### src/rtl/muldiv_hilo_pkg.sv
// muldiv_hilo_pkg: shared control codes, FSM states and op-class decode for the HI/LO unit.
package muldiv_hilo_pkg;

    localparam logic [7:0] MTHI  = 8'h11;
    localparam logic [7:0] MTLO  = 8'h13;
    localparam logic [7:0] MULT  = 8'h18;
    localparam logic [7:0] MULTU = 8'h19;
    localparam logic [7:0] DIV   = 8'h1a;
    localparam logic [7:0] DIVU  = 8'h1b;

    typedef enum logic [1:0] {ST_IDLE, ST_MUL, ST_DIV, ST_DONE} state_t;

    typedef enum logic [2:0] {OP_NONE, OP_MUL, OP_DIV, OP_MTHI, OP_MTLO} op_class_t;

    function automatic op_class_t op_class(input logic [7:0] c);
        return (c == MULT || c == MULTU) ? OP_MUL :
               (c == DIV || c == DIVU)   ? OP_DIV :
               (c == MTHI)               ? OP_MTHI :
               (c == MTLO)               ? OP_MTLO : OP_NONE;
    endfunction

    function automatic logic op_signed(input logic [7:0] c);
        return c == MULT || c == DIV;
    endfunction

endpackage

### src/rtl/muldiv_hilo_div_radix2.sv
// div_radix2: 32-step restoring divider on magnitudes with sign fix-up of quotient and remainder.
module div_radix2 (
    input  logic        clk,
    input  logic        rst,
    input  logic        start,
    input  logic        abort,
    input  logic        signed_op,
    input  logic [31:0] a,
    input  logic [31:0] b,
    output logic [31:0] quotient,
    output logic [31:0] remainder,
    output logic        ready
);
    logic        busy, neg_q, neg_r;
    logic [4:0]  cnt;
    logic [31:0] q, r, d;
    logic [32:0] diff;

    assign diff      = {r, q[31]} - {1'b0, d};
    // ready flags the final iteration: results are valid after this edge
    assign ready     = busy & (cnt == 5'd31);
    assign quotient  = neg_q ? -q : q;
    assign remainder = neg_r ? -r : r;

    always_ff @(posedge clk) begin
        if (!rst) begin
            busy  <= 1'b0;
            cnt   <= 5'd0;
            q     <= 32'd0;
            r     <= 32'd0;
            d     <= 32'd0;
            neg_q <= 1'b0;
            neg_r <= 1'b0;
        end else if (abort) begin
            busy <= 1'b0;
        end else if (start) begin
            busy  <= 1'b1;
            cnt   <= 5'd0;
            r     <= 32'd0;
            q     <= (signed_op & a[31]) ? -a : a;
            d     <= (signed_op & b[31]) ? -b : b;
            neg_q <= signed_op & (a[31] ^ b[31]);
            neg_r <= signed_op & a[31];
        end else if (busy) begin
            cnt  <= cnt + 5'd1;
            busy <= cnt != 5'd31;
            r    <= diff[32] ? {r[30:0], q[31]} : diff[31:0];
            q    <= {q[30:0], ~diff[32]};
        end
    end
endmodule

### src/rtl/muldiv_hilo.sv
// muldiv_hilo: execute-stage HI/LO unit with 2-cycle multiply, 34-cycle divide and MTHI/MTLO.
module muldiv_hilo
    import muldiv_hilo_pkg::*;
(
    input  logic        clk,
    input  logic        rst,
    input  logic        validE,
    input  logic        flushE,
    input  logic [7:0]  alucontrolE,
    input  logic [31:0] src_aE,
    input  logic [31:0] src_bE,
    output logic [63:0] hilo_out,
    output logic        stallE,
    output logic        doneE
);
    state_t            state, state_n;
    op_class_t         cls, op_cls;
    logic [7:0]        op_ctrl;
    logic signed [32:0] a_q, b_q;
    logic signed [63:0] prod_w;
    logic [63:0]       prod;
    logic [31:0]       hi, lo, quo, rem;
    logic              done_q, div_zero, accept, div_start, div_ready, sgn;

    assign cls       = op_class(alucontrolE);
    assign op_cls    = op_class(op_ctrl);
    assign sgn       = op_signed(alucontrolE);
    // done_q only blocks the instruction that just completed while it is still held
    assign accept    = rst & validE & ~flushE & (state == ST_IDLE) & ~(done_q & (alucontrolE == op_ctrl));
    assign div_start = accept & (cls == OP_DIV) & (src_bE != 32'd0);
    assign stallE    = (accept & (cls == OP_MUL || cls == OP_DIV)) | (state == ST_MUL) | (state == ST_DIV);
    assign doneE     = (state == ST_DONE) & ~flushE;
    assign prod_w    = 64'(a_q) * 64'(b_q);
    assign hilo_out  = {hi, lo};

    div_radix2 u_div (
        .clk       (clk),
        .rst       (rst),
        .start     (div_start),
        .abort     (flushE),
        .signed_op (sgn),
        .a         (src_aE),
        .b         (src_bE),
        .quotient  (quo),
        .remainder (rem),
        .ready     (div_ready)
    );

    always_comb begin
        state_n = state;
        case (state)
            ST_IDLE: state_n = !accept ? ST_IDLE :
                               cls == OP_MUL ? ST_MUL :
                               cls == OP_DIV ? (src_bE == 32'd0 ? ST_DONE : ST_DIV) : ST_IDLE;
            ST_MUL:  state_n = flushE ? ST_IDLE : ST_DONE;
            ST_DIV:  state_n = flushE ? ST_IDLE : div_ready ? ST_DONE : ST_DIV;
            default: state_n = ST_IDLE;
        endcase
    end

    always_ff @(posedge clk) begin
        if (!rst) begin
            state    <= ST_IDLE;
            hi       <= 32'd0;
            lo       <= 32'd0;
            done_q   <= 1'b0;
            op_ctrl  <= 8'd0;
            a_q      <= 33'd0;
            b_q      <= 33'd0;
            prod     <= 64'd0;
            div_zero <= 1'b0;
        end else begin
            state <= state_n;
            if (accept) begin
                op_ctrl  <= alucontrolE;
                a_q      <= {sgn & src_aE[31], src_aE};
                b_q      <= {sgn & src_bE[31], src_bE};
                div_zero <= (cls == OP_DIV) & (src_bE == 32'd0);
            end
            if (accept && cls == OP_MTHI)
                hi <= src_aE;
            if (accept && cls == OP_MTLO)
                lo <= src_aE;
            if (state == ST_MUL)
                prod <= prod_w;
            if (doneE && !div_zero) begin
                hi <= (op_cls == OP_MUL) ? prod[63:32] : rem;
                lo <= (op_cls == OP_MUL) ? prod[31:0]  : quo;
            end
            done_q <= doneE | (done_q & validE & (alucontrolE == op_ctrl));
        end
    end
endmodule

### config.mk
export PLATFORM = sky130hd
export DESIGN_NAME = muldiv_hilo
export DESIGN_NICKNAME = d
export VERILOG_FILES = /design/src/rtl/muldiv_hilo_pkg.sv /design/src/rtl/muldiv_hilo_div_radix2.sv /design/src/rtl/muldiv_hilo.sv
export SDC_FILE = /design/constraint.sdc
export NUM_CORES = 2
export LEC_CHECK = 0
export CORE_MARGIN = 2
export CORE_UTILIZATION = 52
export CTS_BUF_LIST = sky130_fd_sc_hd__clkbuf_2
export CTS_CLUSTER_DIAMETER = 80
export DETAILED_ROUTE_END_ITERATION = 16
export PLACE_DENSITY_LB_ADDON = 0.12
export SYNTH_ARGS = -nofsm -noshare
export SYNTH_HDL_FRONTEND = slang
export SYNTH_HIERARCHICAL = 1
export SYNTH_SLANG_ARGS = --single-unit
### constraint.sdc
create_clock -name clk -period 16.6 [get_ports clk]
set_clock_uncertainty 0.1 [all_clocks]
set_input_delay 3.32 -clock clk [delete_from_list [all_inputs] [get_ports clk]]
set_output_delay 3.32 -clock clk [all_outputs]
set_load 0.01 [all_outputs]
==> results.ini <==
[run_status]
outcome=completed

[power_and_ir_drop]
p_int_w=0.00106
switching_share_pct=34.1
powerDensity_nw_per_um2=27.7
clock_power_share_pct=36.0
p_total_w=0.00161
p_sw_w=0.000550
leakage_nw=28.1
power_frac_seq_pct=46.7
power_frac_comb_pct=17.3
vdd_drop_max_mv=0.0374

[worst_setup_path]
criticalPathCategory=reg -> reg
crit_top_cell=fa_1
path_cells=nand2_1, inv_1, fa_1, fa_1, fa_1, inv_1, fa_1, inv_1, fa_1, fa_1, fa_1, fa_1, ha_1, nand4_1, nor2_1, nor4b_1, and4_1, o41ai_2, a21boi_2, a211oi_4, o211ai_2, nand3b_4, a31oi_1
path_delay_family=adder cells
start_kind=register
worstPathArrival_ns=10.55
slowest_stage=dfxtp_1
cp-end-kind=register
required_ns=17.37
critPathMaxFanout=33
max_stage_delay_ns=1.21
crit_buf_inv=3

[run]
drv_cap=0

[synth]
ys.flop_type=dfxtp_1
async_reset_ff_share_pct=0
synth_seq_cells=310
syn_avg_cell_area_um2=8.65
synth.distinct_cells=81
synthCells=6375
synth_edf_count=0
yosys_warnings=6
yosysSeqAreaShare_pct=11.3
syn_nets=7827
syn_area_um2=55100

[hold_path]
hold_path_class=reg -> reg

[sta]
hold_violations=0
slew_violations=0
rsz0062_at_grt=no
slew_headroom_pct=12.0
min_period_ns=9.78
max_freq_mhz=102
tns_ns=0
min_period_over_period_pct=58.9
setup_viol=0
max_slew.worst_pin.slew_ns=1.32

[finish]
layout_commonest_cell=inv_1
design_area_um2=58300
area_delta_synth_final_pct=5.77
final_cell_mix=inv_1, fa_1, nand2_1
layout.nets=7758
drive_above_1_share_pct=4.71

[global_routing]
grt_pass1_vias=44400
grt_max_degree=85
grt_util_all_layers_pct=29.3
grt_pass1_wl_um=249000
antenna_found_initial=3
grt_overflow=0

[die]
die-area_um2=109000
start_util_pct=52.4
io_pins=142
coreArea_um2=105000
die_w_um=330
rows=119
die_y_um=330

[clock_network]
numCtsBuffers=87
clock_latency_ns=1.06
ctsResizeCount=0
clk_pin_slew_ns=0.11
cts_hold_buf=0
clock_sinks=310
cts_tree=yes
cts_buffer_depth=3
root_buffer=clkbuf_2
cts_max_level=3
post-cts-setup-buffers=0

[placement]
place_congestion=0.957
placed_area_um2=57500
dp_hpwl_um=122000
port_buffers=141

[drt]
vias_per_cell=5.54
via_count=43000
first_iter_violations=2778
wl_per_cell_um=20.0
drt.antenna.violating_nets=0
drcViolationCount=0
routed_wl_um=155000
firstDrtPassIters=6

-- routing by layer --
metal  up-vias  global-route usage [%]  wire length, µm  part of all wire (%)
met4         0                    10.3             5580                   3.6
met2      1287                    51.0            78300                    51
li1      19500                       -                -                     -
met5         -                       0                0                     0
met3       258                    3.10             7960                   5.1
met1     22000                    38.1            63200                    41
-- final cells by class --
type                       instances  area [µm²]
fill                           10000       47000
multi-input combinational       4540       43200
sequential                       310        6210
inverter                        1138        4280
timing repair buffer             229        2070
tap                             1391        1740
clock buffer                     134         671
clock inverter                    21         119
antenna                            2        5.00
-- cell families after synthesis --
group / share of synthesized area [%]
xor gates and xnor gates: 3.40
and+or+nand+nor: 18.1
muxes: 0.145
DFF: 11.3
adders and majority gates: 46.6
buffers and inverters: 10.4
AOI/OAI and AO/OA: 10.2
-- metrics by stage --
step | instances | util [%] | setup slack (ns) | hold slack (ns)
3_3_place_gp | 7608 | 54.6 | 7.18 | 0.340
4_1_cts | 7763 | 55.4 | 6.89 | 0.359
6_report | 7765 | 55.4 | 6.82 | 0.358
2_1_floorplan | 6375 | - | 8.49 | 0.332
5_1_grt | 7764 | 55.4 | 6.10 | 0.375
3_5_place_dp | 7608 | 54.6 | 6.94 | 0.346
-- synth_stat cells (9+ instances only) --
library cell	number	area (µm²)
o211a_1	27	270
a21boi_0	10	75.1
inv_1	1136	4260
a22oi_1	19	143
and3_1	18	113
a21o_1	55	413
or3_1	25	156
o221a_2	20	225
xor2_1	60	526
or2_2	9	56.3
nor4_1	18	113
nor2_1	222	833
o41ai_1	12	105
nor2b_1	42	263
nand2b_1	23	144
xnor2_1	154	1350
a21oi_1	312	1560
a311oi_1	66	578
nor3_1	33	165
nand3_1	38	190
o31ai_1	34	255
nand2_1	1054	3960
dfxtp_1	310	6210
o21bai_1	12	90.1
buf_1	12	45.0
a211oi_1	17	128
or4_1	16	120
o21ai_0	133	666
nand4_1	26	163
o21a_1	15	113
a31oi_1	22	138
clkbuf_1	365	1370
a32oi_1	13	114
fa_1	1126	22500
and2_1	552	3450
ha_1	250	3130
-- flip-flops by register name, indices dropped and copies added, names as in the netlist, 32 cells and up --
name / count
hi: 32
a_q: 33
u_div/q: 32
lo: 32
b_q: 33
u_div/r: 32
u_div/d: 32
prod: 64
-- worst paths after layout --
check	startpoint	to	slack, ns	cells after the start
worst max-delay path	a_q[32]	prod[63]	6.82	23
worst min-delay path	a_q[20]	a_q[20]	0.36	2
worst max register to register	a_q[32]	prod[63]	6.82	23
worst min register to register	a_q[20]	a_q[20]	0.36	2
-- worst min-delay path, stage by stage, from the launching register on --
cell and delay [ns]:
dfxtp_1 0.32, nand2_1 0.05, a21oi_1 0.05
-- power groups by stage --
stage	Sequential, W	Clock, W	Combinational (W)
global route	0.000754	0.000633	0.000302
finish	0.000753	0.000581	0.000278
global placement	0.000770	0	0.000274
floorplan	0.000772	0	0.000154
CTS	0.000753	0.000593	0.000278
detailed placement	0.000771	0	0.000275
(Power assumes the default switching activity.)
